[config.mk]
export PLATFORM = sky130hd
export DESIGN_NAME = fta_split256to64
export DESIGN_NICKNAME = d
export VERILOG_FILES = /design/src/rtl/fta_bus_pkg.sv /design/src/rtl/fta_lane_pick.sv /design/src/rtl/fta_split256to64.sv
export SDC_FILE = /design/constraint.sdc
export NUM_CORES = 1
export LEC_CHECK = 0
export CAP_MARGIN = 20
export CORE_AREA = 5 5 359 361
export DETAILED_ROUTE_END_ITERATION = 7
export DIE_AREA = 0 0 364 366
export PLACE_DENSITY = 0.57
export SLEW_MARGIN = 10
export SYNTH_ARGS = -nofsm -noshare
export SYNTH_HDL_FRONTEND = slang
export SYNTH_SLANG_ARGS = --single-unit
[constraint.sdc]
create_clock -name clk_i -period 2.7 [get_ports clk_i]
set_input_delay 0.27 -clock clk_i [delete_from_list [all_inputs] [get_ports clk_i]]
set_output_delay 0.27 -clock clk_i [all_outputs]
set_load 0.01 [all_outputs]
[src/rtl/fta_bus_pkg.sv]
// rtl/fta_bus_pkg.sv - FTA command bus types, size codes and lane-mask helper
package fta_bus_pkg;

  typedef enum logic [2:0] {
    SZ_BYTE  = 3'd0,
    SZ_WYDE  = 3'd1,
    SZ_TETRA = 3'd2,
    SZ_OCTA  = 3'd3,
    SZ_HEXI  = 3'd4
  } fta_size_t;

  typedef logic [7:0] fta_tid_t;

  typedef struct packed {
    logic         cyc;
    logic         stb;
    logic         we;
    fta_size_t    sz;
    fta_tid_t     tid;
    logic [31:0]  padr;
    logic [31:0]  vadr;
    logic [31:0]  sel;
    logic [255:0] data1;
  } fta_cmd_request256_t;

  typedef struct packed {
    logic        cyc;
    logic        stb;
    logic        we;
    fta_size_t   sz;
    fta_tid_t    tid;
    logic [31:0] padr;
    logic [31:0] vadr;
    logic [7:0]  sel;
    logic [63:0] dat;
  } fta_cmd_request64_t;

  typedef struct packed {
    logic         ack;
    logic         err;
    logic         rty;
    logic         stall;
    fta_tid_t     tid;
    logic [31:0]  adr;
    logic [255:0] dat;
  } fta_cmd_response256_t;

  typedef struct packed {
    logic        ack;
    logic        err;
    logic        rty;
    logic        stall;
    fta_tid_t    tid;
    logic [31:0] adr;
    logic [63:0] dat;
  } fta_cmd_response64_t;

  // A 64-bit lane is active when any of its eight byte selects is set.
  function automatic logic [3:0] lane_mask(input logic [31:0] sel);
    logic [3:0] m;
    for (int k = 0; k < 4; k++) m[k] = |sel[8*k +: 8];
    return m;
  endfunction

endpackage

[src/rtl/fta_lane_pick.sv]
// rtl/fta_lane_pick.sv - nearest active lane strictly beyond the current one
module fta_lane_pick (
  input  logic [3:0] mask,
  input  logic [1:0] cur,
  input  logic       desc,
  output logic [1:0] nxt,
  output logic       valid
);

  logic [2:0] pos;

  // pos[2] flags walking off either end of the four lanes.
  always_comb begin
    nxt   = cur;
    valid = 1'b0;
    pos   = '0;
    for (int i = 1; i < 4; i++) begin
      pos = desc ? ({1'b0, cur} - 3'(i)) : ({1'b0, cur} + 3'(i));
      if (!valid && !pos[2] && mask[pos[1:0]]) begin
        valid = 1'b1;
        nxt   = pos[1:0];
      end
    end
  end

endmodule

[src/rtl/fta_split256to64.sv]
// rtl/fta_split256to64.sv - splits one 256-bit FTA request into 64-bit lane beats
module fta_split256to64
  import fta_bus_pkg::*;
#(
  parameter int unsigned TIMEOUT         = 255,
  parameter bit          LANE_ORDER_DESC = 1'b0
) (
  input  logic                 clk_i,
  input  logic                 rst_ni,
  input  fta_cmd_request256_t  req256_i,
  output fta_cmd_response256_t resp256_o,
  output fta_cmd_request64_t   req64_o,
  input  fta_cmd_response64_t  resp64_i,
  output logic                 busy_o
);

  typedef enum logic [1:0] {IDLE, ISSUE, WAIT, RESP} state_t;

  localparam int              WDW       = (TIMEOUT < 2) ? 1 : $clog2(TIMEOUT);
  localparam logic [WDW-1:0]  WD_LAST   = WDW'(TIMEOUT - 1);
  localparam logic [1:0]      EDGE_LANE = LANE_ORDER_DESC ? 2'd3 : 2'd0;

  state_t              state_q, state_d;
  fta_cmd_request256_t req_q;
  logic [3:0]          mask_q, new_mask, pk_mask;
  logic [1:0]          lane_q, lane_d, pk_cur, pk_nxt;
  logic                pk_valid;
  logic [255:0]        rbuf_q;
  logic [WDW-1:0]      wdog_q;
  logic [2:0]          res_q, res_d;
  logic                rsp_valid_q;
  logic                accept, beat_go, hit, timeout;
  logic                unused_bits;

  assign new_mask = lane_mask(req256_i.sel);
  assign accept   = (state_q == IDLE) && req256_i.cyc && req256_i.stb;
  assign beat_go  = (state_q == ISSUE) && !resp64_i.stall;
  assign hit      = (state_q == WAIT) && (resp64_i.tid == req_q.tid) &&
                    (resp64_i.ack || resp64_i.err || resp64_i.rty);
  assign timeout  = (state_q == WAIT) && !hit && (wdog_q == WD_LAST);

  // In IDLE the picker looks ahead from the edge lane to find the first beat.
  assign pk_mask = (state_q == IDLE) ? new_mask : mask_q;
  assign pk_cur  = (state_q == IDLE) ? EDGE_LANE : lane_q;

  fta_lane_pick u_pick (
    .mask  (pk_mask),
    .cur   (pk_cur),
    .desc  (LANE_ORDER_DESC),
    .nxt   (pk_nxt),
    .valid (pk_valid)
  );

  // res_q holds the upstream outcome as {ack, err, rty}; err outranks rty and ack.
  always_comb begin
    state_d = state_q;
    lane_d  = lane_q;
    res_d   = res_q;
    case (state_q)
      IDLE: if (accept) begin
        lane_d = new_mask[EDGE_LANE] ? EDGE_LANE : pk_nxt;
        if (new_mask == 4'b0000) begin
          state_d = RESP;
          res_d   = 3'b100;
        end else begin
          state_d = ISSUE;
          res_d   = 3'b000;
        end
      end
      ISSUE: if (!resp64_i.stall) state_d = WAIT;
      WAIT: begin
        if (hit) begin
          if (resp64_i.err) begin
            res_d   = 3'b010;
            state_d = RESP;
          end else if (resp64_i.rty) begin
            res_d   = 3'b001;
            state_d = RESP;
          end else if (pk_valid) begin
            lane_d  = pk_nxt;
            state_d = ISSUE;
          end else begin
            res_d   = 3'b100;
            state_d = RESP;
          end
        end else if (timeout) begin
          res_d   = 3'b010;
          state_d = RESP;
        end
      end
      RESP:    state_d = IDLE;
      default: state_d = IDLE;
    endcase
  end

  always_ff @(posedge clk_i or negedge rst_ni) begin
    if (!rst_ni) begin
      state_q     <= IDLE;
      req_q       <= '0;
      mask_q      <= '0;
      lane_q      <= '0;
      rbuf_q      <= '0;
      wdog_q      <= '0;
      res_q       <= '0;
      rsp_valid_q <= 1'b0;
    end else begin
      state_q     <= state_d;
      lane_q      <= lane_d;
      res_q       <= res_d;
      rsp_valid_q <= (state_q == RESP);
      if (accept) begin
        req_q  <= req256_i;
        mask_q <= new_mask;
        rbuf_q <= '0;
      end
      if (beat_go) wdog_q <= '0;
      else if (state_q == WAIT) wdog_q <= wdog_q + WDW'(1);
      if (hit && resp64_i.ack && !resp64_i.err && !resp64_i.rty)
        rbuf_q[{lane_q, 6'd0} +: 64] <= resp64_i.dat;
    end
  end

  always_comb begin
    req64_o = '0;
    if (state_q == ISSUE || state_q == WAIT) begin
      req64_o.cyc  = 1'b1;
      req64_o.stb  = (state_q == ISSUE);
      req64_o.we   = req_q.we;
      req64_o.sz   = req_q.sz;
      req64_o.tid  = req_q.tid;
      req64_o.sel  = req_q.sel[{lane_q, 3'd0} +: 8];
      req64_o.dat  = req_q.data1[{lane_q, 6'd0} +: 64];
      req64_o.padr = {req_q.padr[31:5], lane_q, 3'b000};
      req64_o.vadr = {req_q.vadr[31:5], lane_q, 3'b000};
    end
  end

  // The upstream response is registered out of RESP and held for one cycle.
  always_comb begin
    resp256_o       = '0;
    resp256_o.stall = (state_q != IDLE);
    if (rsp_valid_q) begin
      {resp256_o.ack, resp256_o.err, resp256_o.rty} = res_q;
      resp256_o.tid = req_q.tid;
      resp256_o.adr = req_q.padr;
      resp256_o.dat = rbuf_q;
    end
  end

  assign busy_o = (state_q != IDLE);

  assign unused_bits = ^{resp64_i.adr, req_q.vadr[4:0], req_q.cyc, req_q.stb};

endmodule

## Word-level counts from Yosys, hierarchy flattened

Index checks and enable logic that the tools add are counted.

| storage, ports and cells | value |
|---|---|
| register bits | 640 |
| input port bits | 476 |
| word-level logic and storage cells | 124 |
| output and inout port bits | 451 |

| cells by class | value |
|---|---|
| mux-type cells | 46 |
| magnitude comparators | 3 |
| equal/unequal tests | 13 |
| reductions and logical operators | 39 |
| shifts and indexed selects | 4 |
| add/subtract/negate cells | 5 |

Operator list:

| operator | count |
|---|---|
| two-way mux 256 bit | 2 |
| two-way mux 296 bit | 1 |
| bitwise mux 256 bit | 1 |
| variable shift 64 x 10 -> 256 bit (first input constant) | 1 |
| variable part select 256 x 9 -> 64 bit | 1 |
| variable part select 64 x 10 -> 256 bit | 1 |
| two-way mux 150 bit | 1 |
| two-way mux 2 bit | 18 |
| OR reduction 8 bit | 4 |
| variable part select 32 x 6 -> 8 bit | 1 |
| two-way mux 3 bit | 8 |
| two-way mux 8 bit | 2 |
| logical AND 1 bit | 15 |
| != test 2 bit (second input constant) | 6 |
| negator 8 -> 10 bit | 1 |
| zero test 1 bit | 9 |
| < comparator 2 x 3 -> 1 bit (second input constant) | 3 |
| adder 8 x 1 -> 8 bit (second input constant) | 1 |
| equality test 8 bit | 1 |
| equality test 8 bit (second input constant) | 1 |
| one-hot mux 2 bit (4 select lines) | 1 |
| adder 2 x 2 -> 3 bit (second input constant) | 2 |
| binary-select mux 1 bit (select 2 bit) | 3 |
| two-way mux 1 bit | 6 |
| other kinds (15) | 20 |

## Logic depth before layout (Yosys ltp)

Gate-level depths: netlist (run 1).

| depth | value |
|---|---|
| word-level depth | 20 |
| mapped depth | 13 |
| depth with buffers taken out | 12 |

## By module

Synthesis (run 1) repeated with hierarchy kept, for this count alone.

| unflattened totals | value |
|---|---|
| cell total of the unflattened synthesis | 3,020 |
| area total of the unflattened synthesis | 29,264.3 µm² |

Modules (own cells, without submodules):

| module | sequential area each (µm²) | area each (µm²) | cells an instance | times used |
|---|---|---|---|---|
| fta_split256to64 | 15,890.2 | 28,986.6 | 2,991 | 1 |
| fta_lane_pick | 0.0 | 277.8 | 29 | 1 |

## Least setup slack after synthesis (run 1)

No wires, ideal clock.

| timing | value |
|---|---|
| kind | register -> register |
| from | register lane_q[1] |
| to | register lane_q[0] |
| setup time | 0.120 ns |
| slack | -0.075 ns |
| cell stages (with the launch flop) | 13 |
| buffers on the path | 2 |
| arrival | 2.654 ns |
| clock period less this slack | 2.775 ns |
| required time | 2.580 ns |
| cells stage by stage | dfrtp_1 -> buf_1 -> clkbuf_1 -> inv_1 -> nor2_1 -> inv_1 -> ha_1 -> inv_1 -> o221ai_1 -> a21boi_0 -> a211o_1 -> a32o_1 -> a41o_1 |

| between the ends | value |
|---|---|
| word-level cells in the longest chain between the ends | 19 |
| elaborated cells between the ends (all ways) | 35 |
| classes of those cells | add/sub: 3; eq/ne: 1; mux: 20; reduce/logical: 11 |

Ends and longest elaborated chain:

| what | line | text |
|---|---|---|
| from (decl) | fta_split256to64.sv:26 | `logic [1:0] lane_q, lane_d, pk_cur, pk_nxt;` |
| from (signal assigned) | fta_split256to64.sv:108 | `lane_q <= lane_d;` |
| two-way mux 2 bit (*) | fta_split256to64.sv:44 | `assign pk_cur = (state_q == IDLE) ? EDGE_LANE : lane_q;` |
| adder 2 x 1 -> 3 bit | fta_lane_pick.sv:18 | `pos = desc ? ({1'b0, cur} - 3'(i)) : ({1'b0, cur} + 3'(i));` |
| binary-select mux 1 bit (select 2 bit) | fta_lane_pick.sv:19 | `if (!valid && !pos[2] && mask[pos[1:0]]) begin` |
| two-way mux 1 bit (implied by the code) | fta_lane_pick.sv:19 |  |
| logical AND 1 bit | fta_lane_pick.sv:19 |  |
| two-way mux 1 bit | fta_lane_pick.sv:19 |  |
| zero test 1 bit | fta_lane_pick.sv:19 |  |
| logical AND 1 bit (2 in series) | fta_lane_pick.sv:19 |  |
| two-way mux 1 bit | fta_lane_pick.sv:19 |  |
| zero test 1 bit | fta_lane_pick.sv:19 |  |
| logical AND 1 bit (2 in series) | fta_lane_pick.sv:19 |  |
| two-way mux 2 bit | fta_lane_pick.sv:19 |  |
| two-way mux 2 bit | fta_split256to64.sv:79 | `end else if (pk_valid) begin` |
| two-way mux 2 bit | fta_split256to64.sv:76 | `end else if (resp64_i.rty) begin` |
| two-way mux 2 bit | fta_split256to64.sv:73 | `if (resp64_i.err) begin` |
| two-way mux 2 bit | fta_split256to64.sv:72 | `if (hit) begin` |
| one-hot mux 2 bit (2 select lines) | fta_split256to64.sv:59 | `case (state_q)` |

Mark *: on every way between the ends. The rest lies on a longest branch, timed or not. The select of a mux whose other input is x is not followed.
A chain may end at the register's enable or synchronous reset.

## Worst setup path in the final report (run 1)

| timing | value |
|---|---|
| from | register lane_q[0] |
| to | register lane_q[0] |

The elaborated chain is that of the path after synthesis.

==> results of run 1 <==
[power by group]
part	total (W)	internal [W]	switching [W]
Sequential	0.0136	0.0121	0.00151
Clock	0.0105	0.00619	0.00433
Combinational	0.0187	0.00897	0.00970
[worst register-to-register path: cells and delay by family (launching register included)]
family,cells,cell delay (ns)
buffers and inverters,5,0.75
AOI/OAI and AO/OA,5,0.96
and+or+nand+nor,1,0.08
DFF,1,0.50
muxes,1,0.33
[cell type report]
class                   instances  area (um^2)  area share [%]
well taps                    1650         2060            4.63
inverters                      13         52.6           0.118
clock inverters                25          339           0.761
repair buffers               1087        11300            25.3
diodes                         20         50.0           0.112
multi-input cells            2271        12700            28.5
flip-flops and latches        635        15900            35.7
clock buffers                 109         2200            4.93
[kinds of logic after synthesis]
logic type,Yosys count
flops,635
compound gates,294
simple gates,1868
xor+xnor,13
buf+inv,254
mux,76
other cells,1
fa+ha+maj,14
[layer usage]
| metal | GRT usage, % | vias to the layer above |
|---|---|---|
| met2 | 28.1 | 900 |
| met5 | 0 | - |
| li1 | - | 12100 |
| met1 | 23.1 | 12600 |
| met4 | 6.22 | 32 |
| met3 | 6.55 | 224 |
[flip-flops by register name, summed over array words and instances (netlist names)]
register     flops
lane_q           2
mask_q           4
rbuf_q         256
req_q          359
res_q            3
rsp_valid_q      1
state_q          2
wdog_q           8
[per-stage QoR]
| stage | TNS (ns) | total power [W] | setup slack, ns |
|---|---|---|---|
| CTS | -2.32 | 0.0431 | -0.185 |
| finish | -0.0553 | 0.0428 | -0.0215 |
| global route | -3.19 | 0.0455 | -0.154 |
| detailed placement | -8.55 | 0.0306 | -0.321 |
| global placement | -4.24 | 0.0305 | -0.389 |
| floorplan | 0 | 0.0215 | 0.00567 |
[synth_stat cells (9+ instances only)]
cell type	number
inv_1	13
nand3_1	134
a22o_1	126
dfrtp_1	635
clkbuf_1	178
and2_1	440
o21ai_0	124
buf_4	9
ha_1	14
mux4_2	72
xor2_1	10
o21ai_1	14
buf_1	38
nand2_1	1225
buf_2	10
nor2_1	26
[cells in the final DEF, fill, tap and decap left out, types with 3 or more instances in the layout]
cell,n
mux4_2,72
a22o_1,126
conb_1,6
diode_2,20
inv_1,10
buf_4,118
clkinv_2,10
buf_2,26
bufinv_16,5
nand2_1,1223
nor2_1,26
dlygate4sd2_1,82
a21oi_1,6
nor4_1,7
dfrtp_4,3
a31oi_1,3
buf_6,46
inv_6,4
o21ai_0,122
or3_1,5
and2_4,35
clkbuf_16,81
o21ai_1,14
xor2_1,10
bufbuf_16,4
buf_12,47
ha_1,13
and2_1,403
nand4_1,7
buf_16,12
buf_8,5
nand3_1,133
or4_1,3
clkbuf_8,15
clkbuf_1,17
dfrtp_1,631
clkdlybuf4s50_1,739
[path summary, 6_finish.rpt]
check,end,cells past startpoint
max in group asynchronous,req_q[100],4
min in group asynchronous,rbuf_q[153],2
setup / recovery,lane_q[0],12
setup reg to reg,lane_q[0],12
hold / removal,req_q[309],3
hold reg to reg,req_q[302],2
[what timing repair did]
| item | CTS | global route |
|---|---|---|
| hold buffers | 1 | 0 |
| gates cloned | 10 | 3 |
| hold endpoints to repair | 107 | 0 |
| resized for setup | 427 | 59 |
| buffers inserted | 38 | 11 |
| pin swaps | 17 | 21 |
| endpoints found under the setup margin | 256 | 96 |
==> impl_results.md, run 1 <==
- Outcome: finished with violations
- Failing checks: negative setup slack
- Ys async rst share: 100%
- Power Density: about 960 nW/um^2
- First-pass GRT wire length: around 180 mm
- Die extent in x: between 300 and 400 um
- Top_reg_cell synth: dfrtp_1
- Tcrit/Tclk final: 101%
- Antenna-violating nets left: 0
- DP Cell Count: roughly 5.6k
- Detailed-route DRC error count: 0
- Die height: roughly 370 um
- CP cell instances: buf_12, buf_12, buf_8, buf_4, mux2_4, o21bai_4, nor2_1, a311oi_2, buf_4, o21ai_0, a32o_2, a41o_1
- Fillers: between 10k and 15k
- Worst Hold Class: in -> reg
- Worst VDD drop: around 0.00054 V
- Synth Area in Adders: less than 1%
- Largest family of logic cells by synthesized area: simple AND/OR/NAND/NOR gates
- Endpoints failing hold: 0
- Design Area, Final: 44600 um^2
- Metal1 wirelength: 52.5 mm
- Initial DRC count: 1827
- Synth top area cells: dfrtp_1 54%, nand2_1 16%, and2_1 9.4%, mux4_2 5.5%, a22o_1 3.8%
- Post-Synth XOR/XNOR Area: less than 1%
- Hold WS: 0.160 ns
- RSZ-0062 raised after global routing: yes
- Global Route Usage Sum: 18.0%
- Final core utilization: a little over a third
- R2r startpoint: lane_q[0]
- Post-synthesis register bit count: about 640
- Max Root-Sink Buffers: 3
- Initial antenna violation count: 40
- Final setup margin: -0.0215 ns
- Gr ovfl total: 0
- WL met2: 56.6 mm
- Syn. warnings: 0
- Buffers on Ports: around 880
- Yosys top cell by area: dfrtp_1
- Relative slew slack: between 40% and 50%
- Leakage: 20.7 nW
- Full die area: 133000 um^2
- DR WL/cell: roughly 22 um
- Drt pass-1 iters: 6
- CTS H-tree depth: 3
- Final setup viols: 3
- Post-DP Area: roughly 41000 um^2
- Max Slew Vio Count: 0
- Sequential area share after synthesis: between 50% and 60%
- Critical Path Source: lane_q[0]
- Synth Area in Simple Gates: between 20% and 30%
- Cell area after synthesis: about 29000 um^2
- Clock Sinks: between 600 and 700
- Critical path data arrival time: between 3 and 4 ns
- Mux cell area share after synthesis: under 10%
- CP max stage cell: dfrtp_4
- Vias in the first global route: 26.3k
- Top-area cell type share of the netlist area: a little over half
- Root buffer cell: clkbuf_16
- Critical Path Fanout Max: 6
- Cell row count: between 100 and 150
- Initial core utilization: a little under a quarter
- CTS tree: done
- Final Non-Filler Cells: 5810
- Syn Inst Count: roughly 3.2k
- CP Capture Type: flop
- Fin crit period: around 2.7 ns
- Tightest Pin Transition: 0.865 ns
- Worst setup SP type: flop
- Via count: 25.8k
- CTS Buf Count: between 70 and 80
- Core ar.: ~130000 um^2
- Clock insertion delay at the later pin of the skew report: 0.64 ns
- Upper clock frequency limit: around 0.37 GHz
- Drt total wl: between 100 and 150 mm
- Via density: 4.45
- Crit path max-delay family: compound AO/OA/AOI/OAI gates
- Final net count: 4574
- Layout cells sized above 1: roughly an eighth
- Compound-Gate Fraction of Synth Area: roughly 6.9%
- DP Wirelength: around 90 mm
- Uppermost routed layer: met5
- Crit Path Class: reg -> reg
- CTS clk-pin slew, worst paths: about 0.060 ns
- CP Data Required Time: ~3.2 ns
- Hold path start: req256_i[309]
- Pin count of the biggest net entering global routing: 118
- Register-to-Register Setup Slack: -0.02 ns
- IO Count: about 900
- Max Cap Violations: 0
- EDFF count, synth: 0
- Setup Skew: between 0.03 and 0.04 ns
- Area growth syn-to-layout: 51.9%
- Met3 wire len: about 11 mm
- CP Buf/Inv Count: 5
- Post-synthesis cell type count: between 50 and 60
- Syn Area/Cell: 9.30 um^2
- Routability cong.: ~0.83
- Slowest cell delay on critical path: approximately 0.5 ns
Note: power is estimated with default switching activity, not from simulation.
==> inputs of run 2 (changes only) <==
CORE_AREA = 5 5 363 365   (was 5 5 359 361)
DIE_AREA = 0 0 368 370   (was 0 0 364 366)
PLACE_DENSITY = 0.54   (was 0.57)
clock period = 3 ns   (was 2.7 ns; I/O delays follow)
==> run 2 against run 1 <==
Compared with the run above:
- the flow now finishes without violations
- die area increased by 2.2%
- non-clock buffer count decreased by 46
- power shrank 13%
- clock skew shrank 0.0085 ns
- final cell count shrank 0.34%
- maximum frequency fell by 5.4%
- routed wire length fell by 0.48%
- global-route usage is 0.37 points lower
- via count shrank 1.4%
- clock power is 9% lower
- largest cell class unchanged
- largest power group unchanged
==> impl_results.md, run 2 (synthesis results as in run 1) <==
- Final net count: between 4k and 5k
- Detailed-route DRC error count: 0
- Antenna-violating nets left: 0
- Setup_tns: 0 ns
- Upper clock frequency limit: between 0.3 and 0.4 GHz
- Max reg flops: roughly 360
- Setup Skew: approximately 0.023 ns
- Most common cell after layout, fill and taps aside: nand2_1
- Crit Path Class: reg -> reg
- Buffers on Ports: between 800 and 900
- CTS clk-pin slew, worst paths: about 0.060 ns
- Critical path data arrival time: between 3 and 4 ns
- Relative slew slack: approximately half
- Regs by FF count: req_q: 359 flops, rbuf_q: 256 flops, wdog_q: 8 flops
- Reg with most FFs: req_q
- Via density: 4.40
- First-pass GRT wire length: 179 mm
- Clock insertion delay at the later pin of the skew report: between 0.6 and 0.7 ns
- IO Count: 927
- Fin crit period: about 2.9 ns
- Fillers: between 10k and 15k
- Root buffer cell: clkbuf_16
- Pin count of the biggest net entering global routing: 90
- Comb power frac: between 40 and 50%
- Global Route Usage Sum: between 15 and 20%
- CTS H-tree depth: 3
- Routability cong.: ~0.86
- Final core utilization: 34.3%
- Sw Share: a little over a third
- Max Cap Violations: 0
- Gr ovfl total: 0
- Worst Hold Class: in -> reg
- Area growth syn-to-layout: 50.1%
- Leakage: between 20 and 25 nW
- Psw: 0.0136 W
- Layout cells sized above 1: about a tenth
- Full die area: 136000 um^2
- Worst VDD drop: around 0.00063 V
- Vias in the first global route: 25.8k
- Drt pass-1 iters: 6
- CP Capture Type: flop
- CP Data Required Time: 3.53 ns
- Die height: ~370 um
- Max Slew Vio Count: 0
- RSZ-0062 raised after global routing: no
- CTS tree: done
- Cell Int Power: roughly 0.024 W
- Clock Sinks: roughly 640
- Sequential share of power: 33.1%
- Via count: about 25k
- Cell row count: 132
- Tightest Pin Transition: a little under 0.8 ns
- CTS Buf Count: 76
- Drt total wl: about 120 mm
- DP Wirelength: approximately 90 mm
- Initial antenna violation count: 40
- Initial DRC count: about 1.9k
- Core ar.: roughly 130000 um^2
- Power Density: 849 nW/um^2
- Final setup viols: 0
- Tcrit/Tclk final: 95.9%
- Endpoints failing hold: 0
- Max Root-Sink Buffers: 3
- Outcome: complete, no violations
- Commonest non-fill, non-tap cells in the layout: 1223 x nand2_1, 775 x clkdlybuf4s50_1, 632 x dfrtp_1, 429 x and2_1, 133 x nand3_1
- Clock Power Share: 25.6%
- Die extent in x: about 370 um
- Power, Total: around 0.037 W
- DR WL/cell: 21.5 um
- Worst setup SP type: flop
- Initial core utilization: roughly 23%
- Critical Path Fanout Max: 7
-- run 2: changes by cell type in the layout (fill, tap and decap cells not counted), sizes merged, moves of 4 or more --
cell	delta
inv	-4
dlymetal6s2s	+12
buf	-98
clkdlybuf4s50	+36
dlygate4sd2	+8
clkinv	-6
clkdlybuf4s15	+4
-- run 2: power by group through the flow --
stage,registers [W],logic [W],clock network [W]
final,0.0123,0.0154,0.00957
after global routing,0.0126,0.0169,0.0102
after CTS,0.0123,0.0157,0.00989
after detailed placement,0.0125,0.0148,0
after global placement,0.0125,0.0148,0
after floorplan,0.0119,0.00753,0
-- run 2: metal layers --
metal | routed length, um | GRT usage (%)
met1 | 53500 | 23.0
met4 | 3220 | 4.79
met3 | 10900 | 6.50
met5 | 225 | 0
met2 | 56500 | 27.8
-- run 2: repair_timing --
action / 4_1_cts / 5_1_grt
pin swaps: 1 / 0
cloned: 6 / 0
endpoints found under the hold margin: 43 / 0
setup endpoints to repair: 114 / 34
setup buffers: 18 / 8
gates resized for setup: 133 / 19
hold buffers: 1 / 0
-- run 2: metrics by stage --
step | instance area (um^2) | setup slack (ns) | std cells | hold WS (ns)
2_1_floorplan | 29300 | 0.225 | 3160 | 0.00441
3_3_place_gp | 40900 | -0.318 | 5602 | 0.382
3_5_place_dp | 40900 | -0.269 | 5602 | 0.374
4_1_cts | 43800 | -0.144 | 5762 | 0.0752
5_1_grt | 44000 | 0.00931 | 5775 | 0.100
6_report | 44000 | 0.123 | 5790 | 0.167
-- run 2: worst paths after layout --
path	startpoint	endpoint	slack (ns)	cells after the start
worst max-delay path	lane_q[0]	lane_q[0]	0.12	12
worst min-delay path	req256_i[343]	req_q[343]	0.17	3
worst max register to register	lane_q[0]	lane_q[0]	0.12	12
worst min register to register	req_q[311]	req_q[311]	0.46	2
max in group asynchronous	rst_ni	lane_q[0]	1.82	3
min in group asynchronous	rst_ni	rbuf_q[236]	0.25	2
-- run 2: worst max-delay path, cell delays in order, from the launching register on --
cell,delay [ns]
dfrtp_4,0.51
buf_4,0.20
buf_4,0.20
nand2_1,0.10
inv_1,0.05
ha_1,0.20
o21bai_1,0.18
o221ai_1,0.20
a21boi_1,0.16
buf_4,0.18
a211o_4,0.36
a32o_1,0.21
a41o_1,0.20
-- run 2: final cells by class --
cell class,count,area (um^2),area share (%)
clock buffers,117,2270,5.16
inverters,13,52.6,0.119
multi-input cells,2271,12500,28.5
clock inverters,18,298,0.677
repair buffers,1041,10800,24.6
flip-flops and latches,635,15900,36.1
well taps,1675,2100,4.76
diodes,20,50.0,0.114
==> inputs of run 3 (changes only) <==
CELL_PAD_IN_SITES_DETAIL_PLACEMENT = 1   (was default)
CELL_PAD_IN_SITES_GLOBAL_PLACEMENT = 1   (was default)
PLACE_DENSITY = 0.66   (was 0.54)
==> run 3 against run 2 <==
Compared with the run above:
- die area is the same
- clock skew is essentially flat
- sequential power is essentially flat
- clock-buffer cell count shrank 3
- maximum frequency shrank 1.0%
- worst setup slack lost 0.030 ns
- register-to-register slack gained 0.04 ns
- largest cell class unchanged
==> impl_results.md, run 3 (synthesis results as in run 1) <==
- Cell row count: about 130
- DP Wirelength: 94.0 mm
- Endpoints failing hold: 0
- CTS tree: done
- Max reg flops: between 300 and 400
- First-pass GRT wire length: approximately 190 mm
- Reg with most FFs: req_q
- Initial DRC count: 1632
- Routability cong.: just over 0.8
- CTS clk-pin slew, worst paths: about 0.060 ns
- Met3 wire len: ~11 mm
- DP Cell Count: about 5.6k
- RSZ-0062 raised after global routing: yes
- Detailed-route DRC error count: 0
- Critical path data arrival time: 2.61 ns
- Worst setup SP type: flop
- Initial antenna violation count: slightly below 50
- Antenna-violating nets left: 0
- Commonest non-fill, non-tap cells in the layout: 1223 x nand2_1, 814 x clkdlybuf4s50_1, 632 x dfrtp_1, 434 x and2_1, 133 x nand3_1
- Pin count of the biggest net entering global routing: 120
- IO Count: slightly above 900
- Fillers: 14.7k
- Initial core utilization: 22.8%
- Clock insertion delay at the later pin of the skew report: around 0.65 ns
- CP Data Required Time: approximately 2.7 ns
- Clock Sinks: ~640
- Core ar.: approximately 130000 um^2
- Buffers on Ports: slightly below 900
- Die height: 370 um
- CTS H-tree depth: 3
- Tightest Pin Transition: 0.941 ns
- Critical Path Sink: req64_o[10]
- Crit Path Class: reg -> out
- Via density: roughly 4.5
- Final net count: around 4.5k
- Final setup viols: 0
- CTS Buf Count: 81
- Metal1 wirelength: 53.5 mm
- Most common cell after layout, fill and taps aside: nand2_1
- Root buffer cell: clkbuf_16
- Leakage: ~20 nW
- Upper clock frequency limit: ~0.34 GHz
- Post-DP Area: 41000 um^2
- Design Area, Final: between 40000 and 50000 um^2
- DR WL/cell: between 20 and 25 um
- Max Cap Violations: 0
- Uppermost routed layer: met5
- Power Density: roughly 860 nW/um^2
- Vias in the first global route: about 28k
- Global Route Usage Sum: a little under a fifth
- Worst VDD drop: approximately 0.00070 V
- FF-to-FF path depth: 13
- Die extent in x: around 370 um
- Drt total wl: approximately 130 mm
- Regs by FF count: req_q: 359 flops, rbuf_q: 256 flops, wdog_q: 8 flops
- Final Non-Filler Cells: 5806
- Reg-to-Reg End: lane_q[0]
- Via count: between 20k and 30k
- CP Capture Type: output port
- Worst Hold Class: in -> reg
- Tcrit/Tclk final: 96.9%
- Max Slew Vio Count: 0
- Area growth syn-to-layout: 51.3%
- Drt pass-1 iters: 4
- Critical Path Fanout Max: 8
- R2r startpoint: state_q[0]
- Max Root-Sink Buffers: 3
- Critical Path Source: lane_q[0]
- Register-to-Register Setup Slack: around 0.16 ns
- Layout cells sized above 1: 9.73%
- Setup Skew: about 0.023 ns
- Outcome: complete, no violations
- Fin crit period: a little under 3 ns
- Full die area: ~140000 um^2
- WL met2: about 60 mm
- Relative slew slack: 36.8%
- Gr ovfl total: 0
[run 3: per-layer routing]
layer | vias up | global-route usage (%)
met1 | 13000 | 22.7
li1 | 12100 | -
met4 | 42 | 4.62
met3 | 187 | 7.08
met5 | - | 0
met2 | 736 | 29.9
[run 3: how the worst min path moves through the flow]
stage | from | end | slack [ns] | cells after the start
2_1_floorplan | rst_ni | lane_q[0] | 0.004 | 0
3_3_place_gp | rst_ni | req_q[225] | 0.34 | 1
3_5_place_dp | rst_ni | req_q[225] | 0.34 | 1
4_1_cts | req256_i[305] | req_q[305] | 0.12 | 3
5_1_grt | req256_i[32] | req_q[32] | 0.14 | 3
6_report | req256_i[179] | req_q[179] | 0.18 | 3
[run 3: final cells by class]
type                            count  area, um^2  area share (%)
Inverter                           13        48.8           0.110
Clock buffer                      114        2400            5.42
Clock inverter                     31         483            1.09
Sequential cell                   635       15900            35.8
Antenna cell                       22        55.1           0.124
Tap cell                         1675        2100            4.72
Timing Repair Buffer             1045       10900            24.5
Multi-Input combinational cell   2271       12500            28.2
[run 3: worst max-delay path: stages, from the launching register on]
cell           delay, ns
dfrtp_4             0.52
buf_4               0.16
buf_12              0.12
buf_12              0.14
buf_12              0.15
mux4_2              0.41
and2_1              0.16
dlygate4sd2_1       0.30
[run 3: per-stage QoR]
stage	hold slack (ns)	total power, W	TNS (ns)	setup WS [ns]	utilization (%)
2_1_floorplan	0.00441	0.0194	0	0.225	-
3_3_place_gp	0.343	0.0272	-70.48	-0.555	31.9
3_5_place_dp	0.337	0.0276	-44.28	-0.468	31.9
4_1_cts	0.115	0.0388	-0.662	-0.108	34.4
5_1_grt	0.139	0.0407	-0.0602	-0.0126	34.5
6_report	0.182	0.0382	0	0.0931	34.5
[run 3: power by group]
group          switching [W]  total (W)  internal [W]
logic                0.00808     0.0152       0.00717
clock network        0.00409     0.0106       0.00646
registers            0.00147     0.0124        0.0109
[run 3: what timing repair did]
action,4_1_cts,5_1_grt
pin swaps,2,1
gates resized for setup,89,20
cloned,4,0
setup buffers,11,11
hold buffers,1,0
hold endpoints to repair,40,0
setup endpoints to repair,205,43
